## src/rtl/fb_wr_sched.sv

```systemverilog
// Frame-synchronous write-port scheduler for the camera frame buffer (port A).
// Optional stall counter output enabled by defining FB_WR_SCHED_STALL_CNT_EN.
module fb_wr_sched #(
  parameter int c_nb_img_pxls = 15,
  parameter int c_img_pxls    = 19200,
  parameter int c_nb_buf      = 12
) (
  input  logic                     clk,
  input  logic                     rst_n,
  input  logic                     cap_frame_start,
  input  logic                     cap_we,
  input  logic [c_nb_img_pxls-1:0] cap_addr,
  input  logic [c_nb_buf-1:0]      cap_data,
  input  logic                     proc_req,
  input  logic [c_nb_img_pxls-1:0] proc_addr,
  input  logic [c_nb_buf-1:0]      proc_data,
  output logic                     proc_gnt,
  input  logic                     cmd_live,
  input  logic                     cmd_freeze,
  input  logic                     cmd_snap,
  output logic                     fb_we,
  output logic [c_nb_img_pxls-1:0] fb_addr,
  output logic [c_nb_buf-1:0]      fb_din,
  output logic [2:0]               mode,
  output logic [7:0]               frame_cnt,
  output logic                     addr_err
`ifdef FB_WR_SCHED_STALL_CNT_EN
  ,
  output logic [15:0]              stall_cnt
`endif
);

  typedef enum logic [2:0] {
    LIVE      = 3'd0,
    FRZ_PEND  = 3'd1,
    FROZEN    = 3'd2,
    SNAP_WAIT = 3'd3,
    SNAP_CAP  = 3'd4,
    LIVE_PEND = 3'd5
  } state_t;

  localparam logic [c_nb_img_pxls:0] c_lim = (c_nb_img_pxls + 1)'(c_img_pxls);

  state_t                   state_reg;
  logic                     fb_we_reg;
  logic [c_nb_img_pxls-1:0] fb_addr_reg;
  logic [c_nb_buf-1:0]      fb_din_reg;
  logic [7:0]               frame_cnt_reg;
  logic                     addr_err_reg;

  logic                     cap_en;
  logic                     cap_wr;
  logic                     win_valid;
  logic [c_nb_img_pxls-1:0] win_addr;
  logic [c_nb_buf-1:0]      win_data;
  logic                     addr_ok;
  logic                     sel_snap;
  logic                     sel_freeze;

  assign cap_en = (state_reg == LIVE) || (state_reg == FRZ_PEND) || (state_reg == SNAP_CAP);
  assign cap_wr = cap_we & cap_en;

  // Grant is forced low during reset so the engine never sees a phantom accept.
  assign proc_gnt  = rst_n & proc_req & ~cap_wr;
  assign win_valid = cap_wr | proc_gnt;
  assign win_addr  = cap_wr ? cap_addr : proc_addr;
  assign win_data  = cap_wr ? cap_data : proc_data;
  assign addr_ok   = {1'b0, win_addr} < c_lim;

  // Only the highest-priority command is considered each cycle.
  assign sel_snap   = cmd_snap & ~cmd_live;
  assign sel_freeze = cmd_freeze & ~cmd_live & ~cmd_snap;

  always_ff @(posedge clk or negedge rst_n) begin
    if (!rst_n) begin
      state_reg     <= LIVE;
      fb_we_reg     <= 1'b0;
      fb_addr_reg   <= '0;
      fb_din_reg    <= '0;
      frame_cnt_reg <= 8'd0;
      addr_err_reg  <= 1'b0;
    end else begin
      fb_we_reg <= win_valid & addr_ok;
      if (win_valid & addr_ok) begin
        fb_addr_reg <= win_addr;
        fb_din_reg  <= win_data;
      end
      if (win_valid & ~addr_ok)
        addr_err_reg <= 1'b1;
      if (cap_frame_start & cap_en)
        frame_cnt_reg <= frame_cnt_reg + 8'd1;

      // A command that changes state masks a coincident frame start.
      case (state_reg)
        LIVE:      if (sel_freeze)           state_reg <= FRZ_PEND;
        FRZ_PEND:  if (cmd_live)             state_reg <= LIVE;
                   else if (cap_frame_start) state_reg <= FROZEN;
        FROZEN:    if (cmd_live)             state_reg <= LIVE_PEND;
                   else if (sel_snap)        state_reg <= SNAP_WAIT;
        SNAP_WAIT: if (cmd_live)             state_reg <= LIVE_PEND;
                   else if (cap_frame_start) state_reg <= SNAP_CAP;
        SNAP_CAP:  if (cmd_live)             state_reg <= LIVE;
                   else if (cap_frame_start) state_reg <= FROZEN;
        LIVE_PEND: if (sel_freeze)           state_reg <= FROZEN;
                   else if (cap_frame_start) state_reg <= LIVE;
        default:                             state_reg <= LIVE;
      endcase
    end
  end

  assign fb_we     = fb_we_reg;
  assign fb_addr   = fb_addr_reg;
  assign fb_din    = fb_din_reg;
  assign mode      = state_reg;
  assign frame_cnt = frame_cnt_reg;
  assign addr_err  = addr_err_reg;

`ifdef FB_WR_SCHED_STALL_CNT_EN
  logic [15:0] stall_cnt_reg;

  always_ff @(posedge clk or negedge rst_n) begin
    if (!rst_n)
      stall_cnt_reg <= 16'd0;
    else if (cmd_live)
      stall_cnt_reg <= 16'd0;
    else if (proc_req & ~proc_gnt & (stall_cnt_reg != 16'hFFFF))
      stall_cnt_reg <= stall_cnt_reg + 16'd1;
  end

  assign stall_cnt = stall_cnt_reg;
`endif

endmodule

```

## config.mk

```make
export PLATFORM = sky130hd
export DESIGN_NAME = fb_wr_sched
export DESIGN_NICKNAME = d
export VERILOG_FILES = /design/src/rtl/fb_wr_sched.sv
export SDC_FILE = /design/constraint.sdc
export NUM_CORES = 1
export LEC_CHECK = 0
export ABC_CLOCK_PERIOD_IN_PS = 1650
export BUFFER_PORTS_ARGS = -buffer_cell sky130_fd_sc_hd__buf_4
export CAP_MARGIN = 20
export CORE_UTILIZATION = 35
export CTS_CLUSTER_DIAMETER = 50
export CTS_CLUSTER_SIZE = 16
export DETAILED_ROUTE_END_ITERATION = 7
export GPL_TIMING_DRIVEN = 0
export PLACE_DENSITY = 0.67
export SYNTH_ARGS = -nofsm -noshare
export SYNTH_HDL_FRONTEND = slang
export SYNTH_SLANG_ARGS = --single-unit
```

## constraint.sdc

```tcl
create_clock -name clk -period 1.65 [get_ports clk]
set_input_delay 0.33 -clock clk [delete_from_list [all_inputs] [get_ports clk]]
set_output_delay 0.33 -clock clk [all_outputs]
set_load 0.02 [all_outputs]
```

Word-level counts from Yosys, hierarchy flattened. Cells that the tools add are included.

Reductions and logical operators: 5. Bitwise operators: 14. Add/subtract/negate cells: 1. Equality and inequality tests: 10. Muxes and demuxes: 12. $lt $le $gt $ge: 1.

Operator list (count): $mux W3 (9); $lt A15 B15 Y1 const B (1); $mux W15 (1); $pmux W3 S5 (1); $mux W12 (1); $and A1 B1 Y1 (9); $ne A3 B3 Y1 const B (3); $add A8 B1 Y8 const B (1); $eq A3 B2 Y1 const B (2); $eq A3 B3 Y1 const B (2); $reduce_and A5 Y1 (1); $not A1 Y1 (4); $eq A3 B1 Y1 const B (1); $logic_not A3 Y1 (1); $ne A3 B1 Y1 const B (1); $logic_or A1 B1 Y1 (2); $ne A2 B2 Y1 const B (1); $reduce_or A2 Y1 (1); $or A1 B1 Y1 (1).

Flip-flop bits (word level): 40. Input bits: 62.

Longest topological paths before layout. Gate-level depths: netlist of the first run.

Depth after elaboration: 8. Depth in mapped cells: 7. Mapped depth without buffers: 4.

Worst setup path before layout of the first run. Ideal clock, no wire load.

Path type: register -> register. Start: register state_reg[0] (netlist: mode[0]). End: register fb_addr_reg[0] (netlist: fb_addr[0]). Arrival time: 1.673 ns. Cell stages (with the launch flop): 8. Required time: 1.527 ns. Clock period less this slack: 1.795 ns. Path slack: -0.145 ns. Cells stage by stage: dfrtp_1 -> buf_4 -> a21oi_4 -> nand2_2 -> or2_1 -> buf_6 -> buf_6 -> o221a_2.

Word-level cells in the longest chain between the ends: 8.

Ends and longest elaborated chain: start: declaration (line 44) `state_t state_reg;`; start signal: assignment (line 76) `state_reg <= LIVE;`; start signal: assignment (line 95) `LIVE: if (sel_freeze) state_reg <= FRZ_PEND;`; start signal: assignment (line 96) `FRZ_PEND: if (cmd_live) state_reg <= LIVE;`; $eq A3 B1 Y1 / $logic_not A3 Y1 (equally long branches) (line 60) `assign cap_en = (state_reg == LIVE) || (state_reg == FRZ_PEND) || (state_reg == SNAP_CAP);`; $logic_or A1 B1 Y1 (line 60); $logic_or A1 B1 Y1 * (line 60); $and A1 B1 Y1 * (line 61) `assign cap_wr = cap_we & cap_en;`; parallel branches: the longest is 4 deep, another holds $lt A15 B15 Y1; end signal: assignment (line 85) `fb_addr_reg <= win_addr;`; end: declaration (line 46) `logic [c_nb_img_pxls-1:0] fb_addr_reg;`.

Mark *: on every way between the ends. A chain may end at the register's enable or synchronous reset.

Final worst setup path of the first run.
Start: register state_reg[2] (netlist: mode[2]). End: output port proc_gnt.

Word-level cells in the longest chain between the ends: 6.

Ends and longest elaborated chain: $eq A3 B1 Y1 / $logic_not A3 Y1 (equally long branches) (line 60); $logic_or A1 B1 Y1 (line 60); $logic_or A1 B1 Y1 * (line 60); $and A1 B1 Y1 * (line 61); $not A1 Y1 * (line 64) `assign proc_gnt = rst_n & proc_req & ~cap_wr;`; $and A1 B1 Y1 * (line 64); end: declaration (line 17) `output logic proc_gnt,`.

Every way passes the cells marked *; elsewhere a longest branch is shown, timed or not.

==> key figures, run 1 <==
Run status
  • Result of the run: finished with violations
  • Failing checks: hold timing, setup timing

Timing
  • Worst Clk Skew: 0.00390 ns
  • Setup slack of the critical path after layout: -0.0157 ns
  • Max-slew violation total from the final report: 0
  • Worst Hold Slack: -0.0594 ns
  • Final period demand of the worst path: 1.67 ns
  • Relative max-transition margin: 73.1%
  • Slew at the pin closest to its max-slew limit: 0.401 ns
  • Crit share post-route: 101%
  • Setup repair after global routing missed its margin: yes
  • Hold Vio Cnt, Final: 40
  • Number of endpoints failing setup at the final stage: 5
  • Fmax achieved: 600 MHz

Pwr
  • Overall power of the completed layout: 4930 uW
  • Reported leakage power: 0.00152 uW
  • VDD IR max: 0.000706 V
  • P per Cell Area: 1470 nW/um2

Synthesis
  • Sequential element share of the synthesized area: 50.1%
  • Most frequently used cell type in the post-synthesis netlist: sky130_fd_sc_hd__dfrtp_1
  • Fraction of synthesis flops using an asynchronous set or reset pin: 100%
  • Count of different cell masters after synthesis: 36
  • Post-synth top cells: sky130_fd_sc_hd__dfrtp_1, sky130_fd_sc_hd__or3_1, sky130_fd_sc_hd__o221a_2
  • Number of enable flip-flop cells after synthesis: 0
  • Number of cells produced by synthesis: 164
  • Largest area contributor in the netlist: sky130_fd_sc_hd__dfrtp_1
  • Total nets after synthesis: 227
  • Fraction of post-synthesis cell area in the top cell type by area: 50.1%
  • Number of storage elements in the synthesis netlist: 40
  • Most common flop cell mapped by yosys: sky130_fd_sc_hd__dfrtp_1
  • Mean area per synthesized cell: 12.2 um2
  • Largest cells by area after synthesis: sky130_fd_sc_hd__dfrtp_1, sky130_fd_sc_hd__o221a_2, sky130_fd_sc_hd__or3_1, sky130_fd_sc_hd__buf_6, sky130_fd_sc_hd__and3_1
  • Post-synth design cell area: 2000 um2
  • Yosys warns: 0

Detailed routing
  • Post-route DRC violation count: 0
  • Drt total wl: 5880 um
  • Remaining number of nets flagged by the antenna check after routing: 0
  • Number of DRC markers in iteration 0: 65
  • Routed vias: 1,855
  • Pre-Repair DR Iteration Count: 4
  • Routed length per instance: 16.4 um
  • Via-per-instance ratio: 5.17

Critical path
  • Slack of the worst reg-to-reg path: -0.01 ns
  • Number of cells traversed by the worst register-to-register path: 7
  • Launching point of the worst reg2reg path: mode[2]
  • Maximum net fanout on the critical path: 2
  • CP Data Arrival Time: 1.34 ns
  • Highest cell delay on the worst timing path: 0.43 ns
  • CP max-delay cell: sky130_fd_sc_hd__dfrtp_2
  • Required time worst endpoint: 1.32 ns
  • Critical path start-end classification: flip-flop to output port
  • CP cell instances: a21oi_4, a21o_1, clkbuf_8, inv_2, buf_6
  • Sort of element at the start of the critical path: flip-flop
  • Critical Path Start: mode[2]
  • Critical path destination: proc_gnt
  • Endpoint of the lowest-slack register-to-register path: fb_din[7]
  • Endpoint kind of the worst setup timing path: output port

Floorplanning
  • Vertical extent of the die: 77.5 um
  • Horizontal die dimension: 77.5 um
  • Initial cell density of the core: 36.3%
  • Core region area: 5510 um2
  • Site row count: 27
  • Floorplan die area: 6010 um2
  • Count of pins on the block boundary: 103

CTS
  • Clock sink count: 40
  • H-tree levels: 2
  • Maximum clock path buffer count: 2
  • TritonCTS clock tree: done
  • Clock latency on the worst-skew pair: 0.29 ns
  • Clk root buf: sky130_fd_sc_hd__clkbuf_8
  • Total CTS buffers: 5
  • Clock transition at the registers of the reported paths: 0.07 ns

Finish
  • Number of flip-flops under the largest register name: 15
  • Area of all placed cells without fillers: 3360 um2
  • Layout filler cell count: 472
  • Sequential cell area: 1000 um2
  • Antenna Cells: 0
  • Net count reported at finish: 350
  • Share of cells above drive strength 1: 58.2%
  • Footprint of the multi-input gates: 1110 um2
  • Synthesis-to-finish area growth: 68.0%

GRT
  • Largest net degree at the start of global routing: 44
  • Overflow left after global routing: 0
  • Number of antenna violations at the first check in global routing: 0
  • Global-route usage over all layers: 19.2%
  • Number of global-route vias before repair: 1,836
  • Global-route wire length before repair: 8940 um

Flow run
  • Total of max-cap violations: 0

Worst hold path
  • Worst min path class: input pin to async pin

Placed design
  • Final GP Congestion: 0.789
  • HPWL after DPL: 4010 um
  • Post-placement cell area: 2860 um2
  • Total of buffers placed on input and output ports: 102
-- critical path, delay by kind of cell (launching register included) --
kind                   cells  cell delay, ns
AO/OA/AOI/OAI              2            0.34
buffers and inverters      3            0.28
flip-flops                 1            0.43
-- kinds of logic after synthesis --
group,after synthesis,synth area share [%]
XOR/XNOR,8,3.51
multiplexers,4,2.07
adder cells (fa/ha/maj),1,0.626
flip-flops,40,50.1
AND/OR/NAND/NOR,52,14.8
AO/OA/AOI/OAI,46,23.6
buffers and inverters,13,5.26
-- timing repair --
action | in CTS | in global routing
endpoints found under the setup margin | 27 | 26
cloned | 1 | 1
endpoints found under the hold margin | 40 | 40
pin swaps | 2 | 0
gates resized for setup | 13 | 24
buffers inserted | 12 | 1
-- metrics by stage --
step	cells	setup TNS, ns	hold slack [ns]	setup WS, ns	utilization (%)
2_1_floorplan	164	-1.73	0.0344	-0.0906	-
3_3_place_gp	338	-8.54	0.354	-0.358	52.0
3_5_place_dp	338	-8.78	0.353	-0.370	52.0
4_1_cts	357	-0.0342	-0.0463	-0.0310	56.7
5_1_grt	359	-1.14	-0.0384	-0.0843	60.9
6_report	359	-0.0334	-0.0594	-0.0157	60.9
-- routing by layer --
layer | global-route usage [%] | share of wire [%] | vias to the layer above
li1 | - | - | 887
met1 | 24.5 | 42 | 905
met2 | 32.7 | 52 | 55
met3 | 4.59 | 4.4 | 8
met4 | 4.53 | 1.2 | 0
met5 | 0 | 0 | -
-- power breakdown --
group / total [uW] / switching [uW] / internal (uW)
Combinational: 2560 / 1160 / 1400
Clock: 696 / 324 / 372
Sequential: 1670 / 315 / 1360
Total: 4930 / 1800 / 3130
-- area by class of cell --
type                       count  share of cell area, %
inverter                       2                  0.224
sequential                    40                   29.9
multi-input combinational    111                   33.0
timing repair buffer         117                   28.1
buffer                        10                   3.21
tap                           72                   2.68
clock buffer                   7                   2.87
-- worst min-delay path by stage --
stage | startpoint | end
final | rst_n | mode[0]
after global routing | rst_n | mode[0]
after CTS | rst_n | frame_cnt[1]
after detailed placement | rst_n | mode[0]
after global placement | rst_n | mode[0]
after floorplan | rst_n | addr_err
-- layout by cell type (no fill, tap or decap), types with 3 or more instances in the layout --
| cell | instances |
|---|---|
| sky130_fd_sc_hd__nand3_1 | 5 |
| sky130_fd_sc_hd__nor2_1 | 4 |
| sky130_fd_sc_hd__mux2i_1 | 3 |
| sky130_fd_sc_hd__o221a_2 | 3 |
| sky130_fd_sc_hd__buf_6 | 9 |
| sky130_fd_sc_hd__buf_4 | 110 |
| sky130_fd_sc_hd__nand2_1 | 6 |
| sky130_fd_sc_hd__o221a_4 | 22 |
| sky130_fd_sc_hd__dfrtp_1 | 37 |
| sky130_fd_sc_hd__xnor2_1 | 4 |
| sky130_fd_sc_hd__clkbuf_8 | 8 |
| sky130_fd_sc_hd__and3_1 | 6 |
| sky130_fd_sc_hd__o221a_1 | 3 |
| sky130_fd_sc_hd__dfrtp_2 | 3 |
| sky130_fd_sc_hd__or3_1 | 26 |
| sky130_fd_sc_hd__xor2_1 | 4 |
No activity file was read; power rests on OpenSTA's default activity.
==> run 2: changes to the inputs <==
--- a/config.mk
+++ b/config.mk
@@ -5,7 +5,7 @@
 export SDC_FILE = /design/constraint.sdc
 export NUM_CORES = 1
 export LEC_CHECK = 0
-export ABC_CLOCK_PERIOD_IN_PS = 1650
+export ABC_AREA = 1
 export BUFFER_PORTS_ARGS = -buffer_cell sky130_fd_sc_hd__buf_4
 export CAP_MARGIN = 20
 export CORE_UTILIZATION = 35
@@ -13,7 +13,7 @@
 export CTS_CLUSTER_SIZE = 16
 export DETAILED_ROUTE_END_ITERATION = 7
 export GPL_TIMING_DRIVEN = 0
-export PLACE_DENSITY = 0.67
+export PLACE_DENSITY = 0.65
 export SYNTH_ARGS = -nofsm -noshare
 export SYNTH_HDL_FRONTEND = slang
 export SYNTH_SLANG_ARGS = --single-unit
==> constraint.sdc (replaced) <==
create_clock -name clk -period 1.65 [get_ports clk]
set_input_delay 0.33 -clock clk [delete_from_list [all_inputs] [get_ports clk]]
set_output_delay 0.33 -clock clk [all_outputs]
set_load 0.01 [all_outputs]
==> run 2 against run 1 <==
The run still ends with hold timing, setup timing left. Sequential share of layout area fell by 1.8 points. Synthesized cell count rose by 82%. Clock power fell by 8.8%. First-iteration DRC count rose by 63%. Largest power group unchanged. Fmax fell by 1.8%. Final cell count rose by 40%. Largest cell class is now buffers. Area after synthesis rose by 16%. Setup slack got worse by 0.031 ns. Clock-buffer cell count fell by 2. Global-route usage fell by 1.6 points.
==> key figures, run 2 <==
Run status
  • Result of the run: finished with violations
  • Failing checks: hold timing, setup timing

CTS
  • Clk root buf: sky130_fd_sc_hd__clkbuf_8
  • Clock sink count: 40 (unchanged)
  • TritonCTS clock tree: done
  • Clock latency on the worst-skew pair: 0.29 ns (about the same)
  • H-tree levels: 2 (unchanged)
  • Maximum clock path buffer count: 2 (unchanged)
  • Clock transition at the registers of the reported paths: 0.08 ns (about the same)
  • Total CTS buffers: 5 (unchanged)
  • CTS Hold Buffers Added: 0

Synthesis
  • Number of storage elements in the synthesis netlist: 40 (unchanged)
  • Sequential element share of the synthesized area: 43.1% (-7.0 points)
  • Fraction of synthesis flops using an asynchronous set or reset pin: 100% (unchanged)
  • Count of different cell masters after synthesis: 23 (-36%)
  • Fraction of post-synthesis cell area in the top cell type by area: 43.1% (-7.0 points)
  • Total nets after synthesis: 361 (+59%)
  • Number of cells produced by synthesis: 298 (+82%)
  • Synth Area in Compound Gates: 7.34% (-16 points)
  • Most frequently used cell type in the post-synthesis netlist: sky130_fd_sc_hd__nand2_1
  • Post-synth top cells: sky130_fd_sc_hd__nand2_1, sky130_fd_sc_hd__dfrtp_1, sky130_fd_sc_hd__inv_1
  • Simple-gate area share of the yosys netlist: 32.0% (+17 points)
  • Combinational family with the most area after synthesis: simple AND/OR/NAND/NOR gates
  • Largest cells by area after synthesis: sky130_fd_sc_hd__dfrtp_1, sky130_fd_sc_hd__nand2_1, sky130_fd_sc_hd__nand4_1, sky130_fd_sc_hd__inv_1, sky130_fd_sc_hd__o21ai_0
  • Mean area per synthesized cell: 7.78 um2 (-36%)
  • Yosys warns: 0 (unchanged)
  • Most common flop cell mapped by yosys: sky130_fd_sc_hd__dfrtp_1
  • Number of enable flip-flop cells after synthesis: 0 (unchanged)
  • Xor/xnor share of the synthesized area: 2.64% (-0.87 points)
  • Post-synth design cell area: 2320 um2 (+16%)
  • Multiplexer share of the synthesized area: 0.485% (-1.6 points)
  • Largest area contributor in the netlist: sky130_fd_sc_hd__dfrtp_1
  • Area share of fa/ha/maj cells after synthesis: 0.539% (-0.087 points)

Critical path
  • Endpoint kind of the worst setup timing path: flip-flop
  • Required time worst endpoint: 1.83 ns (+0.51 ns)
  • Number of cells traversed by the worst register-to-register path: 12 (+5)
  • Endpoint of the lowest-slack register-to-register path: fb_din[10]
  • Critical Path Start: mode[2]
  • CP Data Arrival Time: 1.87 ns (+0.53 ns)
  • Slack of the worst reg-to-reg path: -0.05 ns (-0.04 ns)
  • Sort of element at the start of the critical path: flip-flop
  • Maximum net fanout on the critical path: 7 (+5)
  • Launching point of the worst reg2reg path: mode[2]
  • Critical path start-end classification: flip-flop to flip-flop

Timing
  • TNS Setup: -0.699 ns (-0.666 ns)
  • Setup repair after global routing missed its margin: yes
  • Number of endpoints failing setup at the final stage: 26 (+21)
  • Crit share post-route: 103% (+1.9 points)
  • Max-slew violation total from the final report: 0 (unchanged)
  • Hold Vio Cnt, Final: 40 (unchanged)
  • Setup slack of the critical path after layout: -0.0464 ns (-0.0307 ns)
  • Worst Clk Skew: 0.00513 ns (+0.00123 ns)
  • Slew at the pin closest to its max-slew limit: 0.438 ns (+0.0365 ns)
  • Worst Hold Slack: -0.0659 ns (-0.00649 ns)
  • Relative max-transition margin: 70.7% (-2.4 points)
  • Fmax achieved: 589 MHz (-1.8%)
  • Final period demand of the worst path: 1.70 ns (+0.0307 ns)

GRT
  • Number of global-route vias before repair: 2,179 (+19%)
  • Number of antenna violations at the first check in global routing: 0 (unchanged)
  • Overflow left after global routing: 0 (unchanged)
  • Largest net degree at the start of global routing: 43 (-2.3%)
  • Global-route wire length before repair: 9980 um (+12%)
  • Global-route usage over all layers: 17.7% (-1.6 points)

Detailed routing
  • Via-per-instance ratio: 4.80 (-7.1%)
  • Pre-Repair DR Iteration Count: 4 (unchanged)
  • Post-route DRC violation count: 0 (unchanged)
  • Remaining number of nets flagged by the antenna check after routing: 0 (unchanged)
  • Number of DRC markers in iteration 0: 106 (+63%)
  • Routed length per instance: 12.7 um (-23%)
  • Routed vias: 2,405 (+30%)
  • Drt total wl: 6340 um (+7.9%)

Floorplanning
  • Initial cell density of the core: 36.3% (+0.060 points)
  • Core region area: 6390 um2 (+16%)
  • Count of pins on the block boundary: 103 (unchanged)
  • Floorplan die area: 6960 um2 (+16%)
  • Horizontal die dimension: 83.4 um (+7.6%)
  • Vertical extent of the die: 83.4 um (+7.6%)
  • Site row count: 29 (+7.4%)

Worst hold path
  • Worst min path class: input pin to async pin

Finish
  • Share of cells above drive strength 1: 44.8% (-13 points)
  • Antenna Cells: 0 (unchanged)
  • Net count reported at finish: 487 (+39%)
  • Most frequent standard cell in the layout excluding fill and tap cells: sky130_fd_sc_hd__buf_4
  • Synthesis-to-finish area growth: 53.2%
  • End-of-flow core utilization: 55.6% (-5.3 points)
  • Commonest cells after routing, fill and taps aside: sky130_fd_sc_hd__buf_4, sky130_fd_sc_hd__nand2_1, sky130_fd_sc_hd__dfrtp_1
  • Number of flip-flops under the largest register name: 15 (unchanged)

Pwr
  • Reported leakage power: 0.00196 uW (+29%)
  • VDD IR max: 0.000678 V (-3.9%)
  • P per Cell Area: 1570 nW/um2 (+6.7%)

Placed design
  • Total of buffers placed on input and output ports: 101 (-0.98%)
  • HPWL after DPL: 4520 um (+13%)
  • Final GP Congestion: 0.815 (+3.2%)

Flow run
  • Total of max-cap violations: 0 (unchanged)
## run 2: metrics by stage
step	area (um2)	cells	total power (uW)	worst slack, ns
3_5_place_dp	3170	476	4420	-0.304
2_1_floorplan	2320	298	3270	0.0530
4_1_cts	3380	494	5280	-0.0272
5_1_grt	3550	501	5980	-0.157
6_report	3550	501	5560	-0.0464
3_3_place_gp	3170	476	4380	-0.259
## run 2: timing repair
item	4_1_cts	5_1_grt
setup buffers	10	6
setup endpoints to repair	26	31
pin swaps	2	8
cloned	1	2
gates resized for setup	8	49
endpoints found under the hold margin	0	40
## run 2: power by group
part	switching (uW)	internal, uW
combinational	1600	1590
clock	348	287
sequential	337	1410
total	2280	3280
## run 2: layer usage
layer	vias to the layer above	track usage (%)	wire length (um)	share of wire, %
met3	4	2.98	248	3.9
met1	1125	23.2	2870	45
met2	58	30.4	3170	50
li1	1218	-	-	-
met5	-	0	0	0
met4	0	4.16	50	0.79
## run 2: worst max path at each step
stage	end	slack [ns]	cells after the start
floorplan	fb_addr[14]	0.05	11
global route	fb_din[10]	-0.16	12
global placement	fb_din[2]	-0.26	7
CTS	fb_din[1]	-0.03	10
detailed placement	fb_din[10]	-0.30	7
finish	fb_din[10]	-0.05	12
## run 2: cell type report
cell class	count	area, um2
Buffer	18	184
Clock buffer	5	68.8
Clock inverter	2	12.5
Fill cell	598	2830
Inverter	38	143
Multi-Input combinational cell	201	1110
Sequential cell	40	1000
Tap cell	77	96.3
Timing Repair Buffer	120	936
## run 2: worst max-delay path, cell delays in order (launching register included)
cell and delay [ns]:
sky130_fd_sc_hd__dfrtp_1 0.41, sky130_fd_sc_hd__nand2_2 0.12, sky130_fd_sc_hd__nand3_4 0.14, sky130_fd_sc_hd__buf_6 0.17, sky130_fd_sc_hd__nand2_2 0.05, sky130_fd_sc_hd__nand2_2 0.06
sky130_fd_sc_hd__nand2_2 0.07, sky130_fd_sc_hd__nand2_2 0.06, sky130_fd_sc_hd__nand2_4 0.07, sky130_fd_sc_hd__nand3_4 0.14, sky130_fd_sc_hd__buf_6 0.19, sky130_fd_sc_hd__nand2_2 0.06
sky130_fd_sc_hd__nand2_2 0.05
## run 2: cell families (layout without fill, tap and decap cells)
| kind of cell | after synthesis | count (layout) |
|---|---|---|
| AND/OR/NAND/NOR | 160 | 160 |
| buffers and inverters | 57 | 183 |
| flip-flops | 40 | 40 |
| AO/OA/AOI/OAI | 32 | 32 |
| XOR/XNOR | 7 | 7 |
| adder cells (fa/ha/maj) | 1 | 1 |
| multiplexers | 1 | 1 |
